<file path="config.mk">
export PLATFORM = sky130hd
export DESIGN_NAME = cpu_run_monitor_flat
export DESIGN_NICKNAME = d
export VERILOG_FILES = /design/src/rtl/cpu_dbg_pkg.sv /design/src/rtl/cpu_run_monitor_if.sv /design/src/rtl/cpu_run_monitor.sv /design/src/flat_wrapper.sv
export SDC_FILE = /design/constraint.sdc
export NUM_CORES = 1
export LEC_CHECK = 0
export ABC_AREA = 0
export BUFFER_PORTS_ARGS = -buffer_cell sky130_fd_sc_hd__buf_4
export CORE_MARGIN = 2
export CORE_UTILIZATION = 30
export CTS_BUF_LIST = sky130_fd_sc_hd__clkbuf_16
export CTS_CLUSTER_SIZE = 30
export DETAILED_ROUTE_END_ITERATION = 6
export PLACE_DENSITY_LB_ADDON = 0.1
export SLEW_MARGIN = 15
export SYNTH_ARGS = -nofsm -noshare
export SYNTH_HDL_FRONTEND = slang
export SYNTH_SLANG_ARGS = --single-unit
</file>
<file path="constraint.sdc">
create_clock -name clk -period 4.1 [get_ports clk]
set_clock_uncertainty 0.2 [all_clocks]
set_input_delay 0.82 -clock clk [delete_from_list [all_inputs] [get_ports clk]]
set_output_delay 0.82 -clock clk [all_outputs]
set_load 0.05 [all_outputs]
</file>
<file path="src/rtl/cpu_dbg_pkg.sv">
// -----------------------------------------------------------------------------
// cpu_dbg_pkg
// Shared definitions for the CPU debug / run-control blocks.
//   - Default register-file geometry, shared with the cpu register file.
//   - Run-monitor state encoding.
//   - A small helper that says when a new run may be started.
// -----------------------------------------------------------------------------
package cpu_dbg_pkg;

  // Register-file geometry shared with the core.
  localparam int DEF_DATA_W  = 16;
  localparam int DEF_ADDR_W  = 4;

  // Default width of the run-length limit and cycle counter.
  localparam int DEF_CYCLE_W = 16;

  // Run-control state encoding.
  typedef enum logic [1:0] {
    ST_IDLE = 2'd0,  // waiting for the first start
    ST_RUN  = 2'd1,  // core enabled, counting cycles
    ST_DUMP = 2'd2,  // core frozen, streaming registers out
    ST_DONE = 2'd3   // run and dump complete, results held
  } run_state_e;

  // A start request is honoured only while no run or dump is in progress.
  function automatic logic start_allowed(input run_state_e s);
    return (s == ST_IDLE) || (s == ST_DONE);
  endfunction

endpackage : cpu_dbg_pkg

</file>
<file path="src/rtl/cpu_run_monitor_if.sv">
// -----------------------------------------------------------------------------
// cpu_run_monitor_if
// Debug bus between the run monitor, the core's register file and the dump
// consumer.
//   rf_raddr   : debug read address into the register file
//   rf_rdata   : combinational read data for rf_raddr
//   dump_valid : dump word available
//   dump_ready : consumer accepts the word
//   dump_idx   : register index of dump_data
//   dump_data  : register contents
// Modports:
//   master : the run monitor (drives the read address and the dump channel)
//   slave  : register file + dump consumer side
// -----------------------------------------------------------------------------
interface cpu_run_monitor_if
  import cpu_dbg_pkg::*;
#(
  parameter int DATA_W = DEF_DATA_W,
  parameter int ADDR_W = DEF_ADDR_W
);

  logic [ADDR_W-1:0] rf_raddr;
  logic [DATA_W-1:0] rf_rdata;
  logic              dump_valid;
  logic              dump_ready;
  logic [ADDR_W-1:0] dump_idx;
  logic [DATA_W-1:0] dump_data;

  modport master (
    output rf_raddr,
    input  rf_rdata,
    output dump_valid,
    input  dump_ready,
    output dump_idx,
    output dump_data
  );

  modport slave (
    input  rf_raddr,
    output rf_rdata,
    input  dump_valid,
    output dump_ready,
    input  dump_idx,
    input  dump_data
  );

endinterface : cpu_run_monitor_if

</file>
<file path="src/rtl/cpu_run_monitor.sv">
// -----------------------------------------------------------------------------
// cpu_run_monitor
// Run-control and register-dump unit placed beside the cpu core. A start
// request enables the core for a programmable number of cycles (or until the
// core halts), then freezes it and streams registers FIRST_REG..LAST_REG out
// over a valid/ready channel.
//
// Ports:
//   clk          : single clock, rising edge
//   reset        : synchronous, active-high reset
//   start        : one-cycle run request, honoured in IDLE or DONE
//   max_cycles   : run length, sampled when start is accepted
//   halt_in      : core halt indication, ends the run early
//   cpu_run      : execution enable to the core
//   dbg          : register-file read port and dump channel (master side)
//   cycle_count  : cycles executed in the current or last run
//   done         : run and dump complete
// -----------------------------------------------------------------------------
module cpu_run_monitor
  import cpu_dbg_pkg::*;
#(
  parameter int DATA_W    = DEF_DATA_W,
  parameter int ADDR_W    = DEF_ADDR_W,
  parameter int FIRST_REG = 1,
  parameter int LAST_REG  = 4,
  parameter int CYCLE_W   = DEF_CYCLE_W
) (
  input  logic                clk,
  input  logic                reset,
  input  logic                start,
  input  logic [CYCLE_W-1:0]  max_cycles,
  input  logic                halt_in,
  output logic                cpu_run,
  cpu_run_monitor_if.master   dbg,
  output logic [CYCLE_W-1:0]  cycle_count,
  output logic                done
);

  // The read pointer carries one extra bit so it can step past LAST_REG even
  // when LAST_REG is the top register-file address.
  localparam int                PTR_W     = ADDR_W + 1;
  localparam logic [PTR_W-1:0]  PTR_FIRST = PTR_W'(FIRST_REG);
  localparam logic [PTR_W-1:0]  PTR_LAST  = PTR_W'(LAST_REG);
  localparam logic [ADDR_W-1:0] IDX_LAST  = ADDR_W'(LAST_REG);

  // ---------------------------------------------------------------------------
  // State
  // ---------------------------------------------------------------------------
  run_state_e         state_q, state_d;

  logic [CYCLE_W-1:0] limit_q;
  logic [CYCLE_W-1:0] count_q;
  logic [PTR_W-1:0]   ptr_q;
  logic               valid_q;
  logic [ADDR_W-1:0]  idx_q;
  logic [DATA_W-1:0]  data_q;

  // ---------------------------------------------------------------------------
  // Combinational control terms
  // ---------------------------------------------------------------------------
  logic               start_ok;
  logic [CYCLE_W-1:0] count_inc;
  logic               run_end;
  logic               load;
  logic               accept;
  logic               dump_end;

  always_comb begin
    start_ok  = start && start_allowed(state_q);
    count_inc = count_q + CYCLE_W'(1);

    // The cycle on which the run ends is itself counted, so the comparison
    // uses the incremented value. Halt and limit reached together give the
    // same single transition.
    run_end   = (count_inc == limit_q) || halt_in;

    // One-entry output register: refill when empty or being drained, while
    // registers remain in the range.
    load      = (state_q == ST_DUMP) && (!valid_q || dbg.dump_ready) &&
                (ptr_q <= PTR_LAST);
    accept    = valid_q && dbg.dump_ready;

    // Last word accepted: nothing further can load because the pointer has
    // already stepped past LAST_REG.
    dump_end  = (state_q == ST_DUMP) && accept && (idx_q == IDX_LAST) && !load;
  end

  // ---------------------------------------------------------------------------
  // FSM: state register
  // ---------------------------------------------------------------------------
  // NOTE: sequential state uses non-blocking assignments so every register
  // samples the pre-edge values; blocking here would create ordering races.
  always_ff @(posedge clk) begin
    if (reset) begin
      state_q <= ST_IDLE;
    end else begin
      state_q <= state_d;
    end
  end

  // ---------------------------------------------------------------------------
  // FSM: next-state logic
  // ---------------------------------------------------------------------------
  // NOTE: state_d is given a default before the case so no path leaves it
  // unassigned, which would otherwise infer a latch.
  always_comb begin
    state_d = state_q;
    unique case (state_q)
      ST_IDLE, ST_DONE: begin
        if (start_ok) begin
          // A zero-length run goes straight to the dump; the core never runs.
          state_d = (max_cycles == '0) ? ST_DUMP : ST_RUN;
        end
      end
      ST_RUN: begin
        if (run_end) begin
          state_d = ST_DUMP;
        end
      end
      ST_DUMP: begin
        if (dump_end) begin
          state_d = ST_DONE;
        end
      end
      default: state_d = ST_IDLE;
    endcase
  end

  // ---------------------------------------------------------------------------
  // Datapath: run limit, cycle counter, read pointer, dump output register
  // ---------------------------------------------------------------------------
  always_ff @(posedge clk) begin
    if (reset) begin
      limit_q <= '0;
      count_q <= '0;
      ptr_q   <= PTR_FIRST;
      valid_q <= 1'b0;
      idx_q   <= '0;
      data_q  <= '0;
    end else begin
      if (start_ok) begin
        limit_q <= max_cycles;
        count_q <= '0;
        ptr_q   <= PTR_FIRST;
      end

      // The run always leaves RUN no later than the edge where the count
      // reaches the limit, so the counter cannot wrap.
      if (state_q == ST_RUN) begin
        count_q <= count_inc;
      end

      // Word contents only change on a load, and a load while valid requires
      // dump_ready, so the word stays stable while it is stalled.
      if (load) begin
        data_q  <= dbg.rf_rdata;
        idx_q   <= ptr_q[ADDR_W-1:0];
        valid_q <= 1'b1;
        ptr_q   <= ptr_q + PTR_W'(1);
      end else if (accept) begin
        valid_q <= 1'b0;
      end
    end
  end

  // ---------------------------------------------------------------------------
  // Outputs
  // ---------------------------------------------------------------------------
  assign cpu_run        = (state_q == ST_RUN);
  assign done           = (state_q == ST_DONE);
  assign cycle_count    = count_q;
  assign dbg.rf_raddr   = ptr_q[ADDR_W-1:0];
  assign dbg.dump_valid = valid_q;
  assign dbg.dump_idx   = idx_q;
  assign dbg.dump_data  = data_q;

endmodule : cpu_run_monitor

</file>
<file path="src/flat_wrapper.sv">
// flat-port wrapper written by rule: the top's interface ports become plain ports
module cpu_run_monitor_flat import cpu_dbg_pkg::*;
#(
  parameter int DATA_W    = DEF_DATA_W,
  parameter int ADDR_W    = DEF_ADDR_W,
  parameter int FIRST_REG = 1,
  parameter int LAST_REG  = 4,
  parameter int CYCLE_W   = DEF_CYCLE_W
)
  (clk, reset, start, max_cycles, halt_in, cpu_run, cycle_count, done, dbg_rf_raddr, dbg_rf_rdata, dbg_dump_valid, dbg_dump_ready, dbg_dump_idx, dbg_dump_data);
  cpu_run_monitor_if #(.DATA_W(DATA_W), .ADDR_W(ADDR_W)) dbg_i ();
  input  logic clk;
  input  logic reset;
  input  logic start;
  input  logic [CYCLE_W-1:0] max_cycles;
  input  logic halt_in;
  output logic cpu_run;
  output logic [CYCLE_W-1:0] cycle_count;
  output logic done;
  output wire logic [$bits(dbg_i.rf_raddr)-1:0] dbg_rf_raddr;
  input wire logic [$bits(dbg_i.rf_rdata)-1:0] dbg_rf_rdata;
  output wire logic [$bits(dbg_i.dump_valid)-1:0] dbg_dump_valid;
  input wire logic [$bits(dbg_i.dump_ready)-1:0] dbg_dump_ready;
  output wire logic [$bits(dbg_i.dump_idx)-1:0] dbg_dump_idx;
  output wire logic [$bits(dbg_i.dump_data)-1:0] dbg_dump_data;
  assign dbg_rf_raddr = dbg_i.rf_raddr;
  assign dbg_i.rf_rdata = dbg_rf_rdata;
  assign dbg_dump_valid = dbg_i.dump_valid;
  assign dbg_i.dump_ready = dbg_dump_ready;
  assign dbg_dump_idx = dbg_i.dump_idx;
  assign dbg_dump_data = dbg_i.dump_data;
  cpu_run_monitor #(.DATA_W(DATA_W), .ADDR_W(ADDR_W), .FIRST_REG(FIRST_REG), .LAST_REG(LAST_REG), .CYCLE_W(CYCLE_W)) u_core (.clk(clk), .reset(reset), .start(start), .max_cycles(max_cycles), .halt_in(halt_in), .cpu_run(cpu_run), .dbg(dbg_i), .cycle_count(cycle_count), .done(done));
endmodule
</file>
## Word-level counts from Yosys, hierarchy flattened

Index checks and enable logic that the tools add are counted.

| word-level totals | value |
|---|---|
| register bits after elaboration | 60 |
| input bits | 37 |
| logic and storage cells | 48 |

| cells by class | value |
|---|---|
| add/sub/neg operators | 2 |
| order comparisons | 1 |
| equal/unequal tests | 8 |
| multiplexer cells | 11 |
| reduce and logical (&&, ||, !) cells | 19 |

Operators by type and width:

| operator | count |
|---|---|
| 16-bit two-way mux | 2 |
| 16-bit by 1-bit adder with 16-bit output, second input constant | 1 |
| 16-bit == test | 1 |
| 16-bit logical NOT | 1 |
| 5-bit two-way mux | 2 |
| 2-bit two-way mux | 4 |
| 1-bit logical AND | 7 |
| 2-bit by 1-bit != test with 1-bit output, second input constant | 3 |
| 2-bit case mux with 3 select lines | 1 |
| 2-bit nonzero test | 3 |
| 5-bit by 1-bit adder with 5-bit output, second input constant | 1 |
| 5-bit by 3-bit <= comparator with 1-bit output, second input constant | 1 |
| 2-bit == test, second input constant | 2 |
| 4-bit by 3-bit == test with 1-bit output, second input constant | 1 |
| 1-bit logical OR | 3 |
| 3-bit AND reduction | 1 |
| 2-bit by 1-bit == test with 1-bit output, second input constant | 1 |
| 1-bit logical NOT | 2 |
| 2-bit logical NOT | 1 |
| 1-bit two-way mux | 2 |
| 2-bit OR reduction | 1 |

## Depth between registers and ports, before layout

| depth | value |
|---|---|
| depth in word-level cells | 8 |
| mapped depth | 10 |
| mapped depth without buffers | 9 |

## Least setup slack after synthesis

Ideal clock, no wire load.

| path | value |
|---|---|
| path kind | flip-flop to flip-flop |
| start point | reg u_core.count_q[1], in the netlist u_core.cycle_count[1] |
| end point | reg u_core.state_q[1] |
| setup time | 0.086 ns |
| arrival time | 2.454 ns |
| data required time | 3.814 ns |
| slack | 1.360 ns |
| stages on the path, launching flop included | 10 |
| clock period less this slack | 2.740 ns |
| cells stage by stage | dfxtp_1 -> ha_1 -> buf_2 -> nand3_1 -> nor4_2 -> xnor2_1 -> nand3_1 -> nor3_1 -> a311oi_1 -> a211oi_1 |

| between the ends | value |
|---|---|
| cells in the longest elaborated chain, start to end | 5 |

RTL lines:

| what | RTL line | text |
|---|---|---|
| from (decl) | cpu_run_monitor.sv:52 | `logic [CYCLE_W-1:0] count_q;` |
| from (signal assigned) | cpu_run_monitor.sv:150 | `count_q <= count_inc;` |
| 16-bit by 1-bit adder with 16-bit output | cpu_run_monitor.sv:70 | `count_inc = count_q + CYCLE_W'(1);` |
| 16-bit == test | cpu_run_monitor.sv:75 | `run_end = (count_inc == limit_q) \|\| halt_in;` |
| 1-bit logical OR | cpu_run_monitor.sv:75 |  |
| 2-bit by 1-bit != test with 1-bit output (no line) | n/a |  |
| 3-bit AND reduction (no line) | n/a |  |
| to (signal assigned) | cpu_run_monitor.sv:97 | `state_q <= state_d;` |
| to (decl) | cpu_run_monitor.sv:49 | `run_state_e state_q, state_d;` |

No other way between the ends.
A chain may end at the register's enable or synchronous reset.

## Final worst setup path

| path | value |
|---|---|
| start point | reg u_core.count_q[0], in the netlist u_core.cycle_count[0] |
| end point | reg u_core.state_q[1] |

The elaborated chain is that of the path after synthesis.

==> impl_metrics.toml <==
[grt]
grt_start_max_net_pins = 62
grt_first_pass_wirelength_um = 14010
antenna_violations_before_repair = 0
number_of_global_route_vias_before_repair = 2700
grt-ovfl-total = 0
globalRouteTotalUtil_pct = 15.39

[synthesis]
synth_largest_type_area_fraction_pct = 37.09
yosys_warnings = 0
synth_enable_flop_cells = 0
synth-seq-cells = 60
synth.distinct_cells = 55
yosys.cell_count.top_type = "sky130_fd_sc_hd__nand2_1"
syn_nets = 458
netlist.top_cell.by_area = "sky130_fd_sc_hd__dfxtp_1"
synthesis.instances = 415
synth-async-reset-ratio_pct = 0
synth-main-ff-cell = "sky130_fd_sc_hd__dfxtp_1"
seq_total_area_yosys_pct = 37.09
synth_area_um2 = 3238
synth_top_cells_by_count = "91 x sky130_fd_sc_hd__nand2_1, 60 x sky130_fd_sc_hd__dfxtp_1, 57 x sky130_fd_sc_hd__a21oi_1"
synth_area_per_cell_um2 = 7.803
synth.area.top_cells = "sky130_fd_sc_hd__dfxtp_1 37%, sky130_fd_sc_hd__nand2_1 11%, sky130_fd_sc_hd__a21oi_1 8.8%"

[floorplanning]
height_of_the_chip_um = 107.9
effective_utilization_at_floorplan_pct = 31.09
core_ar_um2 = 10420
die_width_um = 107.9
die-area_um2 = 11640
std_cell_rows = 37
io-pin-count = 80

[detailed_routing]
routed_wire_length_per_instance_um = 14.77
drt.antenna.violating_nets = 0
route.vias.total = 3046
drt_first_pass_iters = 4
detail_route.drc_violations = 0
drt-vias-per-instance = 4.945
drt_wl_total_um = 9097
drt_iter0_drc = 145

[placed_design]
placed_cells_incl_taps = 600
place.port_buffers = 79
place.gp.congestion = 0.7824
place.detailed.hpwl_um = 6409

[sta]
final_period_minus_worst_setup_slack_ns = 2.779
maxSlewHeadroom_pct = 47.11
period_utilisation_layout_pct = 67.78
tightest_slew_ns = 0.7905
fmax_mhz = 359.9
rsz_0062_raised_after_global_routing = "no"
tns_ns = 0
finalSetupViolations = 0
timing_hold_violations_final = 0
timing.final.max_slew_violations = 0

[setup_path]
rr_worst_depth = 8
critical_path.endpoint_type = "register"
rrSetupSlack_ns = 1.32
path_common_cell = "sky130_fd_sc_hd__nand3_1"
critical-path-top-delay-family = "simple AND/OR/NAND/NOR gates"
critPathKind = "reg2reg"
critPathBufInv = 0
worstPathCellList = "ha_1 -> nand3_1 -> nor4_2 -> xnor2_1 -> nand3_1 -> nor3_1 -> a311oi_1 -> a211oi_1"
worst_path_max_delay_cell = "sky130_fd_sc_hd__dfxtp_1"
timing.rr.start = "u_core.cycle_count[0]"
timing.critical_path.required_ns = 4.14
critPathMaxStageDelay_ns = 0.51
crit_arrival_ns = 2.82
reg2reg_to = "u_core.state_q[1]"
worstPathMaxFanout = 9
setup.worst_path.start_class = "register"

[power]
power_per_cell_area_nw_per_um2 = 603.5
cellLeakagePower_uw = 0.001725
p_total_uw = 2541
peakVddDrop_mv = 0.3049

[clock_network]
clkSinkCount = 60
post_cts_buffers = 0
clock-root-buffer = "sky130_fd_sc_hd__clkbuf_16"
cts_hold_repair.buffers = 0
cts.reportedPaths.clkPinSlew_ns = 0.06
cts_made_buffers = 9
cts_repair_resized_insts = 0
clock_tree.htree_level_count = 3
cts_tree = "yes"
worstSkewPairLatency_ns = 0.33
max-clock-path-buffers = 2

[worst_hold_path]
worstHoldPathType = "reg2reg"
worstHoldPathCells = 2
min-delay-start = "u_core.dbg.dump_data[6]"
hold_path_end = "u_core.dbg.dump_data[6]"

[job]
maxCapViolations = 0

[cells_and_area]
number_of_nets_in_the_layout = 518
antenna-diode-count = 0
nFillCells = 1080
post_route_cells_drive_above_1_share_pct = 22.71
finish.utilization_pct = 40.42
layout-area-overhead-vs-synth_pct = 30.02
layoutNonFillerInstCount = 616

[run_status]
run_status = "completed"
-- stage by stage --
stage | hold WS (ns) | cell area [um2] | worst slack [ns]
6_report | 0.2520 | 4210 | 1.321
5_1_grt | 0.2720 | 4210 | 1.030
4_1_cts | 0.2554 | 4210 | 1.321
3_5_place_dp | 0.2476 | 3870 | 1.331
3_3_place_gp | 0.2439 | 3870 | 1.474
2_1_floorplan | 0.2419 | 3238 | 1.360
-- how the worst max path moves through the flow --
| stage | cells after the start | endpoint | slack (ns) | startpoint |
|---|---|---|---|---|
| final | 8 | u_core.state_q[1] | 1.32 | u_core.cycle_count[0] |
| after global placement | 8 | u_core.state_q[0] | 1.47 | u_core.cycle_count[0] |
| after detailed placement | 8 | u_core.state_q[1] | 1.33 | u_core.cycle_count[0] |
| after CTS | 8 | u_core.state_q[1] | 1.32 | u_core.cycle_count[0] |
| after global routing | 8 | u_core.state_q[1] | 1.03 | u_core.cycle_count[0] |
| after floorplan | 9 | u_core.state_q[1] | 1.36 | u_core.cycle_count[1] |
-- worst reg2reg max path, cell delays in order, from the launching register on --
cell and delay [ns]:
sky130_fd_sc_hd__dfxtp_1 0.51, sky130_fd_sc_hd__ha_1 0.38, sky130_fd_sc_hd__nand3_1 0.24, sky130_fd_sc_hd__nor4_2 0.46, sky130_fd_sc_hd__xnor2_1 0.18, sky130_fd_sc_hd__nand3_1 0.10, sky130_fd_sc_hd__nor3_1 0.26, sky130_fd_sc_hd__a311oi_1 0.15
sky130_fd_sc_hd__a211oi_1 0.23
-- cell families (layout without fill, tap and decap cells) --
kind of cell               after synthesis  count (layout)  synth area share [%]
adders and majority gates                6               6                 2.318
DFF                                     60              60                 37.09
and+or+nand+nor                        187             187                 29.95
AOI/OAI and AO/OA                       92              92                 16.92
buffers and inverters                   44             109                 6.144
xor gates and xnor gates                23              23                 6.221
muxes                                    3               3                 1.352
-- layer usage --
| layer | global-route usage, % | share of wire, % |
|---|---|---|
| met3 | 3.329 | 4.3 |
| met1 | 21.86 | 50 |
| met2 | 23.18 | 45 |
| met4 | 4.670 | 0.65 |
| met5 | 0 | 0 |
-- where the power goes --
| group | internal (uW) | total (uW) | switching, uW |
|---|---|---|---|
| clock | 591 | 872 | 281 |
| combinational | 316 | 907 | 591 |
| sequential | 677 | 762 | 85.2 |
-- sequential cells by signal (all words and copies together) (netlist names) --
| register | flops |
|---|---|
| u_core.limit_q | 16 |
| u_core.cycle_count | 16 |
| u_core.dbg.dump_idx | 4 |
| u_core.dbg.dump_valid | 1 |
| u_core.ptr_q | 5 |
| u_core.state_q | 2 |
| u_core.dbg.dump_data | 16 |
-- cell usage in the layout, fill, tap and decap left out, drive strengths merged, types with 3 or more instances in the layout --
master	Yosys	layout
xor2	11	11
nor2b	10	10
nand4	8	8
bufinv	0	3
ha	6	6
dfxtp	60	60
and3	6	6
clkinv	0	3
nand3b	10	10
nand2	91	91
nand2b	3	3
xnor2	12	12
a31oi	3	3
buf	15	83
nor3b	5	5
nor4	6	6
inv	10	10
nand3	13	13
o21ai	14	14
clkbuf	19	9
a21oi	57	57
nor3	4	4
nor2	17	17
-- layout make-up --
cell class	instances	area, um2	share of cell area (%)
clock buffers	9	225.2	5.349
clock inverters	7	115.1	2.734
inverters	10	37.54	0.8915
multi-input cells	311	1838	43.66
flip-flops and latches	60	1201	28.53
well taps	136	170.2	4.042
repair buffers	83	623.1	14.80
Power figures use the tool's default switching activity.
